<file path="src/rtl/seq_packet_job_merger.sv">
// Merges per-cluster seq_packet streams back into original job order by draining
// one cluster until an eoj packet is accepted, then moving to the next cluster.
module seq_packet_job_merger #(
  parameter int NUM_JOB_PE      = 4,
  parameter int NUM_JOB_PE_LOG2 = 2,
  parameter int P               = 4,
  parameter int LLW             = 8,
  parameter int MLW             = 8,
  parameter int OFW             = 16
) (
  input  logic                          clk,
  input  logic                          rst,
  input  logic [NUM_JOB_PE-1:0]         in_valid,
  output logic [NUM_JOB_PE-1:0]         in_ready,
  input  logic [NUM_JOB_PE*P-1:0]       in_strb,
  input  logic [NUM_JOB_PE*P*LLW-1:0]   in_ll,
  input  logic [NUM_JOB_PE*P*MLW-1:0]   in_ml,
  input  logic [NUM_JOB_PE*P*OFW-1:0]   in_offset,
  input  logic [NUM_JOB_PE*P*MLW-1:0]   in_overlap,
  input  logic [NUM_JOB_PE*P-1:0]       in_eoj,
  input  logic [NUM_JOB_PE*P-1:0]       in_delim,
  output logic                          out_valid,
  input  logic                          out_ready,
  output logic [P-1:0]                  out_strb,
  output logic [P*LLW-1:0]              out_ll,
  output logic [P*MLW-1:0]              out_ml,
  output logic [P*OFW-1:0]              out_offset,
  output logic [P*MLW-1:0]              out_overlap,
  output logic [P-1:0]                  out_eoj,
  output logic [P-1:0]                  out_delim,
  output logic [NUM_JOB_PE_LOG2-1:0]    out_job_pe_idx,
  output logic [31:0]                   job_done_count,
  output logic                          protocol_err
);

  localparam int PKT_W = NUM_JOB_PE_LOG2 + 3*P + P*LLW + 2*P*MLW + P*OFW;

  logic [NUM_JOB_PE_LOG2-1:0] cur_ptr;
  logic                       run;
  logic [1:0]                 count;
  logic                       wr_ptr;
  logic                       rd_ptr;
  logic [PKT_W-1:0]           mem [2];

  logic                       sel_valid;
  logic [P-1:0]               sel_strb;
  logic [P-1:0]               sel_eoj;
  logic [P-1:0]               sel_delim;
  logic [P*LLW-1:0]           sel_ll;
  logic [P*MLW-1:0]           sel_ml;
  logic [P*OFW-1:0]           sel_offset;
  logic [P*MLW-1:0]           sel_overlap;
  logic [P-1:0]               strb_msb;

  logic accept;
  logic push;
  logic pop;
  logic has_eoj;
  logic bad_pkt;

  // Ready is a function of registers only, so it never forms a path from
  // out_ready or in_valid; run keeps it low while and right after reset.
  always_comb begin
    in_ready    = '0;
    sel_valid   = 1'b0;
    sel_strb    = '0;
    sel_eoj     = '0;
    sel_delim   = '0;
    sel_ll      = '0;
    sel_ml      = '0;
    sel_offset  = '0;
    sel_overlap = '0;
    for (int j = 0; j < NUM_JOB_PE; j++) begin
      if (cur_ptr == NUM_JOB_PE_LOG2'(j)) begin
        in_ready[j] = run && (count != 2'd2);
        sel_valid   = in_valid[j];
        sel_strb    = in_strb[j*P +: P];
        sel_eoj     = in_eoj[j*P +: P];
        sel_delim   = in_delim[j*P +: P];
        sel_ll      = in_ll[j*P*LLW +: P*LLW];
        sel_ml      = in_ml[j*P*MLW +: P*MLW];
        sel_offset  = in_offset[j*P*OFW +: P*OFW];
        sel_overlap = in_overlap[j*P*MLW +: P*MLW];
      end
    end
  end

  // One-hot of the highest strobed lane; eoj may only sit there.
  always_comb begin
    strb_msb = '0;
    for (int i = 0; i < P; i++) begin
      if (sel_strb[i]) begin
        strb_msb    = '0;
        strb_msb[i] = 1'b1;
      end
    end
  end

  assign accept  = sel_valid && run && (count != 2'd2);
  assign push    = accept && (|sel_strb);
  assign pop     = out_valid && out_ready;
  assign has_eoj = |sel_eoj;
  assign bad_pkt = ((sel_strb & (sel_strb + P'(1))) != '0) ||
                   ((sel_eoj & ~strb_msb) != '0) ||
                   (((sel_eoj | sel_delim) & ~sel_strb) != '0);

  always_ff @(posedge clk) begin
    if (rst) begin
      cur_ptr        <= '0;
      run            <= 1'b0;
      count          <= 2'd0;
      wr_ptr         <= 1'b0;
      rd_ptr         <= 1'b0;
      job_done_count <= '0;
      protocol_err   <= 1'b0;
      // NOTE: the two buffer slots are cleared too, so the output data reads zero out of reset.
      for (int i = 0; i < 2; i++) mem[i] <= '0;
    end else begin
      run   <= 1'b1;
      count <= count + {1'b0, push} - {1'b0, pop};
      if (push) begin
        mem[wr_ptr] <= {cur_ptr, sel_strb, sel_ll, sel_ml, sel_offset,
                        sel_overlap, sel_eoj, sel_delim};
        wr_ptr      <= ~wr_ptr;
      end
      if (pop) rd_ptr <= ~rd_ptr;
      if (accept && has_eoj) begin
        cur_ptr        <= cur_ptr + NUM_JOB_PE_LOG2'(1);
        job_done_count <= job_done_count + 32'd1;
      end
      if (accept && bad_pkt) protocol_err <= 1'b1;
    end
  end

  assign out_valid = (count != 2'd0);
  assign {out_job_pe_idx, out_strb, out_ll, out_ml, out_offset,
          out_overlap, out_eoj, out_delim} = mem[rd_ptr];

endmodule

</file>
<file path="config.mk">
export PLATFORM = sky130hd
export DESIGN_NAME = seq_packet_job_merger
export DESIGN_NICKNAME = d
export VERILOG_FILES = /design/src/rtl/seq_packet_job_merger.sv
export SDC_FILE = /design/constraint.sdc
export NUM_CORES = 1
export LEC_CHECK = 0
export ABC_AREA = 1
export BUFFER_PORTS_ARGS = -buffer_cell sky130_fd_sc_hd__buf_2
export CORE_AREA = 4 4 347 349
export CTS_BUF_LIST = sky130_fd_sc_hd__clkbuf_4 sky130_fd_sc_hd__clkbuf_8 sky130_fd_sc_hd__clkbuf_16
export DETAILED_ROUTE_END_ITERATION = 6
export DIE_AREA = 0 0 351 353
export GPL_ROUTABILITY_DRIVEN = 0
export PLACE_DENSITY = 0.41
export REMOVE_ABC_BUFFERS = 1
export SLEW_MARGIN = 25
export SYNTH_ARGS = -nofsm -noshare
export SYNTH_HDL_FRONTEND = slang
export SYNTH_SLANG_ARGS = --single-unit
</file>
<file path="constraint.sdc">
create_clock -name clk -period 12.35 [get_ports clk]
set_input_delay 0 -clock clk [delete_from_list [all_inputs] [get_ports clk]]
set_output_delay 0 -clock clk [all_outputs]
set_load 0.05 [all_outputs]
</file>
-- Word level (Yosys, flattened, before mapping)
Memory sizes are Yosys's and may differ from the RTL's. A register that Yosys moved wholly into a read port is not among the register bits.
Index checks and enable logic that the tools add are counted.
- bits in registers: 40
- memory bits (writable): 348
- bits of input ports: 695
- output and inout port bits: 212
- word-level logic and storage cells: 93
- memories kept: 1
- memory list (memory ; words ; width ; read ports ; clocked after Yosys merged registers in ; wr ports ; RTL line ; text):
    mem ; 2 ; 174 ; 1 ; 1 ; 2 ; 43 ; logic [PKT_W-1:0] mem [2];
- $add $sub $neg: 5
- equal/unequal tests: 4
- multiplexer cells: 51
- bitwise logic cells: 8
- reduce and logical (&&, ||, !) cells: 17
- operators with widths (kind ; count):
    $mux W32 ; 12
    $mux W64 ; 4
    $mux W174 ; 1
    $reduce_or A174 Y1 ; 1
    $mux W4 ; 15
    $add A32 B1 Y32 const B ; 1
    $mux W1 ; 19
    $and A4 B4 Y4 ; 3
    $reduce_bool A4 Y1 ; 3
    $not A4 Y4 ; 2
    $reduce_or A4 Y1 ; 2
    $logic_and A1 B1 Y1 ; 7
    $add A4 B1 Y4 const B ; 1
    $eq A2 B2 Y1 const B ; 2
    $or A4 B4 Y4 ; 1
    $add A2 B1 Y2 ; 1
    $add A2 B1 Y2 const B ; 1
    $eq A2 B1 Y1 const B ; 1
    $logic_not A2 Y1 ; 1
    $logic_or A1 B1 Y1 ; 2
    $ne A2 B2 Y1 const B ; 1
    $not A1 Y1 ; 2
    $reduce_bool A2 Y1 ; 1
    $sub A2 B1 Y2 ; 1

-- Depth between registers and ports, before layout
- depth after elaboration: 15
- gate-level depth with buffers: 18
- gate-level depth less buffers: 18

-- Worst setup path after synthesis
No wires, ideal clock.
- kind: reg-to-reg
- start point: register cur_ptr[0]
- end point: memory mem[0][0] in the netlist's numbering (enable)
- library setup time: 541 ps
- arrival time: 5695 ps
- required time: 11809 ps
- setup slack: 6114 ps
- stages on the path, launching flop included: 14
- buffers on the path: 4
- clock period less this slack: 6236 ps
- cells stage by stage: dfxtp_1 inv_1 ha_1 buf_4 inv_2 buf_4 nand2_1 a211oi_2 nand2_2 nor2_2 nand2_2 buf_6 buf_2 nand2_1
- RTL lines (element ; RTL line ; text):
    start, declared ; 38 ; logic [NUM_JOB_PE_LOG2-1:0] cur_ptr;
    start signal, assigned ; 128 ; cur_ptr <= cur_ptr + NUM_JOB_PE_LOG2'(1);
    end, declared ; 43 ;

==> impl_metrics.py <==
metrics = {
    "status": {
        "status": "complete, no violations",
    },
    "floorplan": {
        "fp.dieH_um": 353,
        "start_util_pct": 17.8,
        "die_x_um": 351,
        "boundaryPins": 907,
        "row_count": 126,
        "core_area_um2": 117000,
        "die_area_um2": 124000,
    },
    "route": {
        "via_per_inst": 4.26,
        "via_count": 20556,
        "top_layer": "met4",
        "dr_wl_met2_mm": 45.7,
        "drt_pass1_iterations": 6,
        "route.met3.wl_mm": 5.51,
        "ant_nets": 0,
        "drtIter0Drc": 1257,
        "wl_mm": 90.3,
        "drt-met1-wl_mm": 36.4,
        "routed_wire_length_per_instance_um": 18.7,
        "drc_errors": 0,
    },
    "worst_setup_path": {
        "worstSetupStartpointType": "flop",
        "crit_chain": "inv_1, ha_4, buf_4, inv_2, nand2_1, a211oi_2, nand2_2, nor2_2, nand2_8, nand2_4, buf_4",
        "cp_data_required_time_ns": 12.54,
        "crit_fanout": 64,
        "cp_slowest_cell": "buf_4",
        "cp.arrival_ns": 5.10,
        "end_kind": "flop",
        "critPathKind": "reg -> reg",
        "critical_path.max_stage_delay_ns": 0.79,
        "cpMostUsedCell": "buf_4",
        "critical_path.startpoint": "cur_ptr[0]",
        "r2r-start": "cur_ptr[0]",
    },
    "cts": {
        "cts_root_buf": "clkbuf_16",
        "clockBufferDepth": 3,
        "clock_latency_ns": 0.59,
        "post_cts_buffers": 0,
        "htreeDepth": 2,
        "cts_tree": "built",
        "numCtsBuffers": 47,
        "clk_pin_slew_ns": 0.06,
        "cts_sinks": 389,
    },
    "final_layout": {
        "syn_to_final_growth_pct": 49.8,
        "nFillCells": 12863,
        "fin_area_um2": 31400,
        "layout.nets": 3949,
        "regArea_um2": 11300,
        "postLayoutCoreUtil_pct": 26.7,
        "multi_input_area_um2": 8760,
        "layout-drive-gt1-share_pct": 36.8,
    },
    "logic_synthesis": {
        "ys_types": 30,
        "ys_seq_area_share_pct": 53.8,
        "yosysTopAreaCell": "edfxtp_1",
        "synth_top_area_share_pct": 49.9,
        "synth_seq_cells": 389,
        "syn_inst": 2150,
        "synthesis.area_um2": 21000,
        "avgSynthCellArea_um2": 9.75,
        "synth_area_leaders": "edfxtp_1, mux2_2, o21ai_0",
        "yosys_warnings": 0,
    },
    "min_path": {
        "hp-start": "in_ml[88]",
        "hp-class": "in -> reg",
    },
    "power": {
        "power.total_mw": 7.12,
        "leakage_nw": 12.9,
        "powerDensity_nw_per_um2": 227,
        "peakVddDrop_mv": 0.141,
    },
    "timing": {
        "max_freq_mhz": 203,
        "post-route-min-period_ns": 4.91,
        "rsz0062_at_grt": "no",
        "finalClockSkew_ns": 0.0131,
        "setup_viol": 0,
        "relSlewSlack_pct": 33.9,
        "finalHoldViolations": 0,
        "worst_slack_ns": 7.44,
        "drv_slew": 0,
        "min_period_over_period_pct": 39.8,
        "worst-slew-pin-transition_ns": 0.981,
    },
    "global_routing": {
        "grt_pass1_vias": 20930,
        "grt_pass1_wl_mm": 129,
        "grtUsageTotal_pct": 13.6,
        "grt_max_degree": 101,
        "antenna_found_initial": 2,
        "grt_overflow": 0,
    },
    "run": {
        "cap_violations": 0,
    },
    "placement": {
        "dpl.hpwl_mm": 66.4,
        "dpl_worst_slack_ns": 7.31,
        "io_buffers": 906,
        "dpl_cell_area_um2": 26900,
    },
}
==> power breakdown <==
group	leakage, nW	switching (mW)	internal (mW)
combinational	8.19	2.61	1.36
sequential	3.94	0.0569	1.67
clock	0.775	0.560	0.864
total	12.9	3.23	3.89
==> cells in the mapped netlist, drive strengths merged <==
cell / n
nor2: 396
edfxtp: 348
o21ai: 331
a21oi: 215
mux2: 174
nand2: 173
a22oi: 161
clkbuf: 96
buf: 85
dfxtp: 41
inv: 39
nand3: 25
nor3: 13
xnor2: 12
xor2: 12
ha: 7
or2: 7
nand4: 5
nor4: 5
a21boi: 3
a211oi: 1
o211ai: 1
==> layout make-up <==
class	count	share of cell area [%]
multi-input combinational	1541	27.9
antenna	3	0.0239
timing repair buffer	1229	24.5
clock buffer	62	4.26
clock inverter	23	0.785
inverter	39	0.482
tap	1536	6.12
sequential	389	35.9
==> path summary, 6_finish.rpt <==
check / endpoint / slack [ns] / cells past startpoint
hold reg to reg: flop / 0.45 / 1
setup reg to reg: mem[0][164] / 7.44 / 11
setup / recovery: mem[0][164] / 7.44 / 11
hold / removal: mem[1][128] / 0.05 / 5
==> per-layer routing <==
layer,vias up,track usage (%)
li1,9973,-
met1,9821,15.9
met2,655,24.9
met3,107,2.69
met4,0,4.42
met5,-,0
==> repair_timing <==
item | in CTS | in global routing
hold buffers | 294 | 0
gates resized for setup | 0 | 0
endpoints found under the hold margin | 363 | 0
setup endpoints to repair | 0 | 0
==> cell families (layout without fill, tap and decap cells) <==
logic type	count (synthesis)	after routing	share of synthesized area [%]
AOI/OAI and AO/OA	712	712	19.0
and+or+nand+nor	624	624	11.7
DFF	389	389	53.8
buffers and inverters	220	1353	4.79
muxes	174	174	9.35
xor gates and xnor gates	24	24	1.00
adders and majority gates	7	7	0.418
other	0	3	0
==> flip-flops by register name (all words and copies together) (netlist names), named ones only <==
name	count
count	2
cur_ptr	2
job_done_count	32
mem	348
protocol_err	1
rd_ptr	1
run	1
wr_ptr	1
==> cells in the final DEF, fill, tap and decap left out, types with 3 or more instances in the layout <==
cell type and n:
a21oi_1 215, a22oi_1 161, buf_2 906, buf_4 29, bufinv_16 5, clkbuf_16 49
clkbuf_4 11, clkinv_1 9, clkinv_2 3, clkinvlp_4 4, dfxtp_1 40, diode_2 3
dlygate4sd3_1 294, edfxtp_1 348, ha_1 4, ha_4 3, inv_1 35, inv_2 3
mux2_2 174, nand2_1 168, nand3_1 25, nand4_1 5, nor2_1 394, nor3_1 13
nor4_1 5, o21ai_0 331, or2_2 6, xnor2_1 12, xor2_1 12
==> critical path: cells and delay by family, from the launching register on <==
kind / cells / cell delay (ns)
buf+inv: 4 / 1.58
simple gates: 5 / 1.52
compound gates: 1 / 0.45
flops: 1 / 0.44
fa+ha+maj: 1 / 0.29
==> stage by stage <==
step	hold WS, ns	instances	TNS [ns]
4_1_cts	0.00309	4819	0
3_3_place_gp	0.382	4440	0
5_1_grt	0.0478	4820	0
2_1_floorplan	0.0691	1969	-1949.89
6_report	0.0489	4822	0
3_5_place_dp	0.380	4440	0
(Power assumes the default switching activity.)
